File: src/rtl/trp_burst_seq_pkg.sv
// Shared definitions for the trapezoid burst sequencer: command layout,
// FSM state encoding and default timing limits used by the generator bench too.
package trp_burst_seq_pkg;

  localparam int TRP_TMO_DEF     = 255;
  localparam int TRP_ARM_CLK_DEF = 3;
  localparam int CMD_W           = 19;

  typedef enum logic [2:0] {
    ST_IDLE  = 3'd0,
    ST_LOAD  = 3'd1,
    ST_START = 3'd2,
    ST_ARM   = 3'd3,
    ST_RUN   = 3'd4,
    ST_GAP   = 3'd5,
    ST_DRAIN = 3'd6
  } seq_state_t;

  typedef struct packed {
    logic [5:0] m;
    logic       s;
    logic [3:0] rep;
    logic [7:0] gap;
  } burst_cmd_t;

  // A repetition count of zero still means one trapezoid.
  function automatic logic [3:0] rep_norm(input logic [3:0] rep);
    return (rep == 4'd0) ? 4'd1 : rep;
  endfunction

endpackage

File: src/rtl/trp_burst_seq_cmd_fifo.sv
// Command queue: DEPTH entries, synchronous push/pop, flush empties it at once.
module trp_cmd_fifo
  import trp_burst_seq_pkg::*;
#(
  parameter int DEPTH = 4
) (
  input  logic             clk,
  input  logic             rst_n,
  input  logic             push,
  input  logic [CMD_W-1:0] wdata,
  input  logic             pop,
  input  logic             flush,
  output logic [CMD_W-1:0] rdata,
  output logic             full,
  output logic             empty
);

  localparam int AW = $clog2(DEPTH);

  logic [CMD_W-1:0] mem [DEPTH];
  logic [AW:0]      wr_ptr;
  logic [AW:0]      rd_ptr;

  // Extra pointer bit distinguishes full from empty when the indices match.
  assign empty = (wr_ptr == rd_ptr);
  assign full  = (wr_ptr[AW] != rd_ptr[AW]) && (wr_ptr[AW-1:0] == rd_ptr[AW-1:0]);
  assign rdata = mem[rd_ptr[AW-1:0]];

  always_ff @(posedge clk or negedge rst_n) begin
    if (!rst_n) begin
      wr_ptr <= '0;
      rd_ptr <= '0;
    end else if (flush) begin
      wr_ptr <= '0;
      rd_ptr <= '0;
    end else begin
      if (push && !full)  wr_ptr <= wr_ptr + 1'b1;
      if (pop  && !empty) rd_ptr <= rd_ptr + 1'b1;
    end
  end

  always_ff @(posedge clk) begin
    if (push && !full && !flush) mem[wr_ptr[AW-1:0]] <= wdata;
  end

endmodule

File: src/rtl/trp_burst_seq.sv
// Burst sequencer for the trapezoid generator: pops queued commands, issues st
// pulses, holds M/S per trapezoid, spaces pulses in ce ticks and watches T_TRP.
module trp_burst_seq
  import trp_burst_seq_pkg::*;
#(
  parameter int DEPTH   = 4,
  parameter int TMO     = TRP_TMO_DEF,
  parameter int ARM_CLK = TRP_ARM_CLK_DEF
) (
  input  logic       clk,
  input  logic       rst_n,
  input  logic       cmd_valid,
  output logic       cmd_ready,
  input  logic [5:0] cmd_m,
  input  logic       cmd_s,
  input  logic [3:0] cmd_rep,
  input  logic [7:0] cmd_gap,
  input  logic       abort,
  input  logic       err_clr,
  input  logic       ce,
  input  logic       T_TRP,
  output logic       st,
  output logic [5:0] M,
  output logic       S,
  output logic       busy,
  output logic       done,
  output logic       err
);

  localparam logic [7:0] TMO_L = 8'(TMO);
  localparam logic [1:0] ARM_L = 2'(ARM_CLK - 1);

  seq_state_t state;
  burst_cmd_t head;
  logic       full, empty, push, pop;
  logic       arm_fail, wd_fail;
  logic [3:0] rep_left;
  logic [7:0] gap, gap_cnt, wd_cnt;
  logic [1:0] arm_cnt;

  // Command handshake: a command transfers on a clock where cmd_valid and
  // cmd_ready are both high; a push in the same cycle as abort is discarded.
  assign cmd_ready = !full;
  assign push      = cmd_valid && !full && !abort;
  assign pop       = (state == ST_LOAD) && !abort;
  assign busy      = (state != ST_IDLE) || !empty;

  assign arm_fail = (state == ST_ARM) && !abort && !T_TRP && (arm_cnt == ARM_L);
  assign wd_fail  = (state == ST_RUN) && !abort && T_TRP && (wd_cnt == TMO_L);

  trp_cmd_fifo #(.DEPTH(DEPTH)) u_fifo (
    .clk   (clk),
    .rst_n (rst_n),
    .push  (push),
    .wdata ({cmd_m, cmd_s, cmd_rep, cmd_gap}),
    .pop   (pop),
    .flush (abort),
    .rdata (head),
    .full  (full),
    .empty (empty)
  );

  always_ff @(posedge clk or negedge rst_n) begin
    if (!rst_n) begin
      state    <= ST_IDLE;
      st       <= 1'b0;
      M        <= '0;
      S        <= 1'b0;
      done     <= 1'b0;
      err      <= 1'b0;
      rep_left <= '0;
      gap      <= '0;
      gap_cnt  <= '0;
      wd_cnt   <= '0;
      arm_cnt  <= '0;
    end else begin
      st   <= 1'b0;
      done <= 1'b0;
      if (arm_fail || wd_fail) err <= 1'b1;
      else if (err_clr)        err <= 1'b0;
      if (abort) rep_left <= 4'd1;

      case (state)
        // Never start while the generator still reports busy.
        ST_IDLE: if (!empty && !abort && !err && !T_TRP) state <= ST_LOAD;
        ST_LOAD: begin
          if (abort) begin
            state <= ST_IDLE;
          end else begin
            M        <= head.m;
            S        <= head.s;
            rep_left <= rep_norm(head.rep);
            gap      <= head.gap;
            st       <= 1'b1;
            state    <= ST_START;
          end
        end
        ST_START: begin
          arm_cnt <= '0;
          state   <= abort ? ST_IDLE : ST_ARM;
        end
        ST_ARM: begin
          if (abort) begin
            state <= ST_DRAIN;
          end else if (T_TRP) begin
            wd_cnt <= '0;
            state  <= ST_RUN;
          end else if (arm_fail) begin
            state <= ST_DRAIN;
          end else begin
            arm_cnt <= arm_cnt + 1'b1;
          end
        end
        ST_RUN: begin
          if (abort) begin
            state <= ST_DRAIN;
          end else if (!T_TRP) begin
            gap_cnt <= '0;
            state   <= ST_GAP;
          end else if (wd_fail) begin
            state <= ST_DRAIN;
          end else if (ce && wd_cnt != 8'hFF) begin
            wd_cnt <= wd_cnt + 1'b1;
          end
        end
        ST_GAP: begin
          if (abort) begin
            state <= ST_IDLE;
          end else if (gap_cnt == gap) begin
            if (rep_left > 4'd1) begin
              rep_left <= rep_left - 1'b1;
              st       <= 1'b1;
              state    <= ST_START;
            end else begin
              done  <= 1'b1;
              state <= ST_IDLE;
            end
          end else if (ce) begin
            gap_cnt <= gap_cnt + 1'b1;
          end
        end
        ST_DRAIN: if (!T_TRP) state <= ST_IDLE;
        default:  state <= ST_IDLE;
      endcase
    end
  end

endmodule

File: config.mk
export PLATFORM = sky130hd
export DESIGN_NAME = trp_burst_seq
export DESIGN_NICKNAME = d
export VERILOG_FILES = /design/src/rtl/trp_burst_seq_pkg.sv /design/src/rtl/trp_burst_seq_cmd_fifo.sv /design/src/rtl/trp_burst_seq.sv
export SDC_FILE = /design/constraint.sdc
export NUM_CORES = 1
export LEC_CHECK = 0
export ABC_AREA = 1
export ABC_CLOCK_PERIOD_IN_PS = 3500
export CORE_MARGIN = 4
export CORE_UTILIZATION = 59
export DETAILED_ROUTE_END_ITERATION = 16
export PLACE_DENSITY = 0.91
export SYNTH_ARGS = -nofsm -noshare
export SYNTH_HDL_FRONTEND = slang
export SYNTH_HIERARCHICAL = 1
export SYNTH_SLANG_ARGS = --single-unit
File: constraint.sdc
create_clock -name clk -period 3.5 [get_ports clk]
set_input_delay 0.7 -clock clk [delete_from_list [all_inputs] [get_ports clk]]
set_output_delay 0.7 -clock clk [all_outputs]
set_load 0.03 [all_outputs]
# ---- Yosys cells after proc, flatten, opt, wreduce, memory -nomap -nowiden
# Memories as Yosys holds them, arrays and structs flattened.
# Index checks and enable logic that the tools add are counted.
dict set report totals {
  reg_bits 49
  word_cells 145
  output_inout_bits 12
  ram_bits 76
  input_bits 26
  memories 1
}
dict set report classes {
  bitwise_logic 1
  reduce_logical 38
  eq_ne 30
  n_addsub 6
  mux 55
  magnitude_cmp 1
}
# memory depth word_bits read_ports rd_ports_with_merged_regs wr line_no
set memory_table {}
lappend memory_table {u_fifo.mem 4 19 1 0 1 trp_burst_seq_cmd_fifo.sv:20} ;# logic [CMD_W-1:0] mem [DEPTH];
# cell count
set ops {}
lappend ops {{$mux W8} 11}
lappend ops {{$mux W3} 14}
lappend ops {{$pmux W8 S2} 2}
lappend ops {{$ne A2 B2 Y1 const B} 13}
lappend ops {{$mux W4} 6}
lappend ops {{$pmux W3 S7} 1}
lappend ops {{$logic_and A1 B1 Y1} 17}
lappend ops {{$add A8 B1 Y8 const B} 2}
lappend ops {{$mux W1} 12}
lappend ops {{$mux W2} 6}
lappend ops {{$reduce_bool A2 Y1} 6}
lappend ops {{$eq A3 B3 Y1 const B} 3}
lappend ops {{$eq A8 B8 Y1} 1}
lappend ops {{$eq A8 B8 Y1 const B} 1}
lappend ops {{$ne A4 B4 Y1 const B} 2}
lappend ops {{$ne A8 B8 Y1 const B} 1}
lappend ops {{$pmux W4 S2} 1}
lappend ops {{$reduce_and A7 Y1} 1}
lappend ops {{$add A3 B1 Y3 const B} 2}
lappend ops {{$eq A3 B2 Y1 const B} 2}
lappend ops {{$reduce_and A6 Y1} 1}
lappend ops {{$logic_not A1 Y1} 5}
lappend ops {{$reduce_and A5 Y1} 1}
lappend ops {{$gt A4 B1 Y1 const B} 1}
lappend ops {{18 further kinds} 19}

# ---- Logic depth before layout (Yosys ltp)
dict set report logic_depth {
  ltp_word 9
  ltp_mapped 13
}

# ---- Modules after synthesis
# The synthesis kept the hierarchy.
# mod area_per_inst_um2 seq_area_each_um2 instances cells_per_inst
set modules_own_cells {}
lappend modules_own_cells {trp_cmd_fifo 3278.1 2432.3 1 246}
lappend modules_own_cells {trp_burst_seq 2521.2 1076.0 1 347}

# ---- Worst setup path after synthesis
# OpenSTA, ideal clock, no wires.
dict set report synth_timing {
  path_type {reg-to-reg}
  startpoint {reg u_fifo.wr_ptr[0]}
  endpoint {mem u_fifo.mem[0][0], enable pin}
  stages_incl_launch_ff 11
  n_path_buf 0
  path_slack_ps 789
  t_required_ps 3105
  setup_time_ps 395
  t_arrival_ps 2316
  path_cell_list {dfrtp_1 inv_1 nand2_1 nand2_1 nand3_4 inv_1 inv_1 nand2_1 nor2_1 nand3_2 nor2_1}
}
dict set report synth_between {
  elab_chain_cells 9
}
# item line_no
set synth_rtl {}
lappend synth_rtl {{start, declared} trp_burst_seq_cmd_fifo.sv:21} ;# logic [AW:0] wr_ptr;
lappend synth_rtl {{start signal, assigned} trp_burst_seq_cmd_fifo.sv:37} ;# if (push && !full) wr_ptr <= wr_ptr + 1'b1;
lappend synth_rtl {{$eq A2 B2 Y1} trp_burst_seq_cmd_fifo.sv:26} ;# assign full = (wr_ptr[AW] != rd_ptr[AW]) && (wr_ptr[AW-1:0] == rd_ptr[AW-1:0]);
lappend synth_rtl {{$logic_and A1 B1 Y1} trp_burst_seq_cmd_fifo.sv:26}
lappend synth_rtl {{named net full} trp_burst_seq.sv:35} ;# logic full, empty, push, pop;
lappend synth_rtl {{$logic_not A1 Y1} n/a}
lappend synth_rtl {{named net cmd_ready} trp_burst_seq.sv:13} ;# output logic cmd_ready,
lappend synth_rtl {{$logic_and A1 B1 Y1 (2 in series)} trp_burst_seq.sv:44} ;# assign push = cmd_valid && !full && !abort;
lappend synth_rtl {{named net push} trp_burst_seq.sv:35}
lappend synth_rtl {{$logic_and A1 B1 Y1 (2 in series)} trp_burst_seq_cmd_fifo.sv:43} ;# if (push && !full && !flush) mem[wr_ptr[AW-1:0]] <= wdata;
lappend synth_rtl {{$mux W1} trp_burst_seq_cmd_fifo.sv:43}
lappend synth_rtl {{$mux W1 (implied by the code)} trp_burst_seq_cmd_fifo.sv:43}
lappend synth_rtl {{end, declared} trp_burst_seq_cmd_fifo.sv:20}
# The timed path passes the listed nets, and every way through them passes these cells.

# ---- Worst setup path after layout
dict set report layout_timing {
  startpoint {reg u_fifo.wr_ptr[0]}
  endpoint {out busy}
}
dict set report layout_between {
  elab_chain_cells 3
}
# item line_no
set layout_rtl {}
lappend layout_rtl {{$eq A3 B3 Y1} trp_burst_seq_cmd_fifo.sv:25} ;# assign empty = (wr_ptr == rd_ptr);
lappend layout_rtl {{named net empty} trp_burst_seq.sv:35}
lappend layout_rtl {{$logic_not A1 Y1} trp_burst_seq.sv:46} ;# assign busy = (state != ST_IDLE) || !empty;
lappend layout_rtl {{$logic_or A1 B1 Y1} trp_burst_seq.sv:46}
lappend layout_rtl {{end, declared} trp_burst_seq.sv:25} ;# output logic busy,
# The timed path passes the listed nets, and every way through them passes these cells.

==> flow_summary.toml <==
[synthesis]
yosys_most_used_dff = "edfxtp_1"
syn_area_per_cell_um2 = 9.78
ys_async_sr_fraction_pct = 39.2
synth_cell_types = 35
syn_nets = 629
ys_warn_count = 6
ys_ff_latch = 125
yosysSeqAreaShare_pct = 60.5
synth_area_mm2 = 0.00580
synth_edf_count = 76
synthCells = 593

[floorplanning]
ioPinCount = 38
coreArea_mm2 = 0.00942
die_w_um = 107
num_rows = 35
die_y_um = 107
initial_core_util_pct = 61.6
die_area_mm2 = 0.0115

[layout]
regArea_mm2 = 0.00351
multi_input_area_mm2 = 0.00201
final_common_cell = "nand2_1"
final_cell_mix = "150 x nand2_1, 76 x edfxtp_1, 69 x nor2_1"
finalNetCount = 673
syn_to_final_growth_pct = 18.2
drive_gt1_share_pct = 9.54
n_fill_cell = 654
utilization_pct = 72.8
antenna_cells = 0

[sta]
worstMarginPinSlew_ns = 1.05
worst_slew_margin_rel_pct = 29.9
drv_slew = 0
hold_viol_final = 0
post-route-period-util_pct = 85.4
min_period_ns = 2.99
tns_ns = 0
setup_violations = 0
finalClockSkew_ns = 0.00578
rsz0062_at_grt = "no"
setup_ws_ns = 0.510
clock.fmax_ghz = 0.334

[worst_setup_path]
required_ns = 2.80
critPathLaunchType = "flip-flop"
crit_type = "reg2out"
critPathArrivalTime_ns = 2.29
end_kind = "primary output"
crit_fanout = 5

[cts]
cts_setup_buffers = 0
cts_hold_buf = 0
cts_buffer_depth = 2
cts.clk_slew.worst_paths_ns = 0.06
htreeDepth = 4
cts_sinks = 125
cts_buffers = 17
ctsResizeCount = 0
cts_root_buffer = "clkbuf_8"
clk_latency_ns = 0.52
cts_tree = "yes"

[pwr]
p_leak_nw = 2.84
power_frac_comb_pct = 20.7
ir_worst_vdd_mv = 0.586
power.share.clock_pct = 38.2
internal_power_w = 0.00313
power_density_mw_per_mm2 = 658
power.switching_w = 0.00138
pwr-share-seq_pct = 41.0
swShare_pct = 30.6

[global_routing]
antenna_found_initial = 0
grt-ovfl-total = 0
grt_pass1_wl_um = 20100
grtUsageTotal_pct = 22.6
grt_max_degree = 50
grt_pass1_vias = 4174

[routing]
drtIter0Drc = 378
drc_errors = 0
antenna_left = 0
viasPerCell = 5.51
wl_per_cell_um = 15.5
drtPass1Iterations = 5
vias = 4294
wl_um = 12100

[place]
pre_cts_ws_ns = 0.742
gp_congestion = 0.900
hpwl_um = 7920
portBuffers = 37

[flow_run]
maxCapViolations = 0

[hold_path]
hold_class = "in2async"

[status]
status = "complete, no violations"
[cell type report]
type | count | area share [%]
clock inverter | 14 | 2.43
timing repair buffer | 44 | 6.10
inverter | 46 | 2.52
multi-input combinational | 403 | 29.3
clock buffer | 18 | 6.10
tap | 129 | 2.36
sequential | 125 | 51.2
[sequential cells by signal (all words and copies together) (netlist names)]
name / count
u_fifo/mem: 76
gap: 8
gap_cnt: 8
wd_cnt: 8
M: 6
rep_left: 4
state: 3
u_fifo/rd_ptr: 3
u_fifo/wr_ptr: 3
arm_cnt: 2
S: 1
done: 1
err: 1
st: 1
[routing by layer]
layer	vias up	part of all wire, %	global-route usage [%]
li1	2091	-	-
met4	0	1.4	5.66
met2	155	49	36.9
met1	2032	43	30.1
met5	-	0	0
met3	16	6.7	6.50
[power groups by stage]
| stage | logic, W | clock network (W) | registers, W |
|---|---|---|---|
| final | 0.000934 | 0.00172 | 0.00185 |
| after global routing | 0.00105 | 0.00183 | 0.00187 |
| after CTS | 0.000935 | 0.00175 | 0.00185 |
| after detailed placement | 0.000926 | 0 | 0.00187 |
| after global placement | 0.000890 | 0 | 0.00187 |
| after floorplan | 0.000594 | 0 | 0.00191 |
[through the flow]
step | cells | total power (W) | hold WS [ns] | cell area (µm²)
6_report | 779 | 0.00451 | 0.379 | 6850
3_5_place_dp | 747 | 0.00280 | 0.482 | 6270
4_1_cts | 779 | 0.00453 | 0.414 | 6850
5_1_grt | 779 | 0.00475 | 0.467 | 6850
3_3_place_gp | 747 | 0.00276 | 0.469 | 6270
2_1_floorplan | 593 | 0.00251 | 0.404 | 5800
[worst paths after layout]
path,from,to,slack (ns),cells after the start
max,u_fifo/wr_ptr[0]$_DFFE_PN0P_,busy,0.51,7
min,rst_n,gap_cnt[4]$_DFFE_PN0P_,0.38,1
max reg2reg,u_fifo/wr_ptr[0]$_DFFE_PN0P_,u_fifo/mem[0][8]$_DFFE_PP_,1.19,11
min reg2reg,arm_cnt[1]$_DFFE_PN0P_,arm_cnt[1]$_DFFE_PN0P_,0.49,2
max in group asynchronous,rst_n,M[2]$_DFFE_PN0P_,2.47,1
min in group clk,arm_cnt[1]$_DFFE_PN0P_,arm_cnt[1]$_DFFE_PN0P_,0.49,2
[kinds of logic (layout without fill, tap and decap cells)]
kind of cell | Yosys count | count (layout) | share of synthesized area [%]
buffers and inverters | 65 | 122 | 4.88
AOI/OAI and AO/OA | 81 | 81 | 7.51
and+or+nand+nor | 296 | 296 | 22.4
xor gates and xnor gates | 16 | 16 | 2.55
adders and majority gates | 10 | 10 | 2.16
DFF | 125 | 125 | 60.5
[cells in the mapped netlist, drive strengths merged, types with 3 or more instances]
cell type / count / area share [%]
dfrtp: 49 / 21
o22ai: 19 / 2.0
clkbuf: 5 / 0.35
inv: 46 / 3.0
nor2: 70 / 4.6
nor3b: 3 / 0.39
o21ai: 58 / 5.0
nor3: 7 / 0.80
nand4: 12 / 1.3
buf: 14 / 1.6
nand3b: 3 / 0.39
ha: 10 / 2.2
xnor2: 8 / 1.3
xor2: 8 / 1.2
nand2: 156 / 10
nand3: 41 / 4.1
or2: 3 / 0.32
edfxtp: 76 / 39
[worst max-delay path: stages (launching register included)]
cell	delay, ns
dfrtp_1	0.43
inv_1	0.16
nand2_1	0.07
nand2_1	0.13
nand3_2	0.16
inv_1	0.16
nand2_1	0.07
clkdlybuf4s50_1	0.59
No activity file was read; power rests on OpenSTA's default activity.
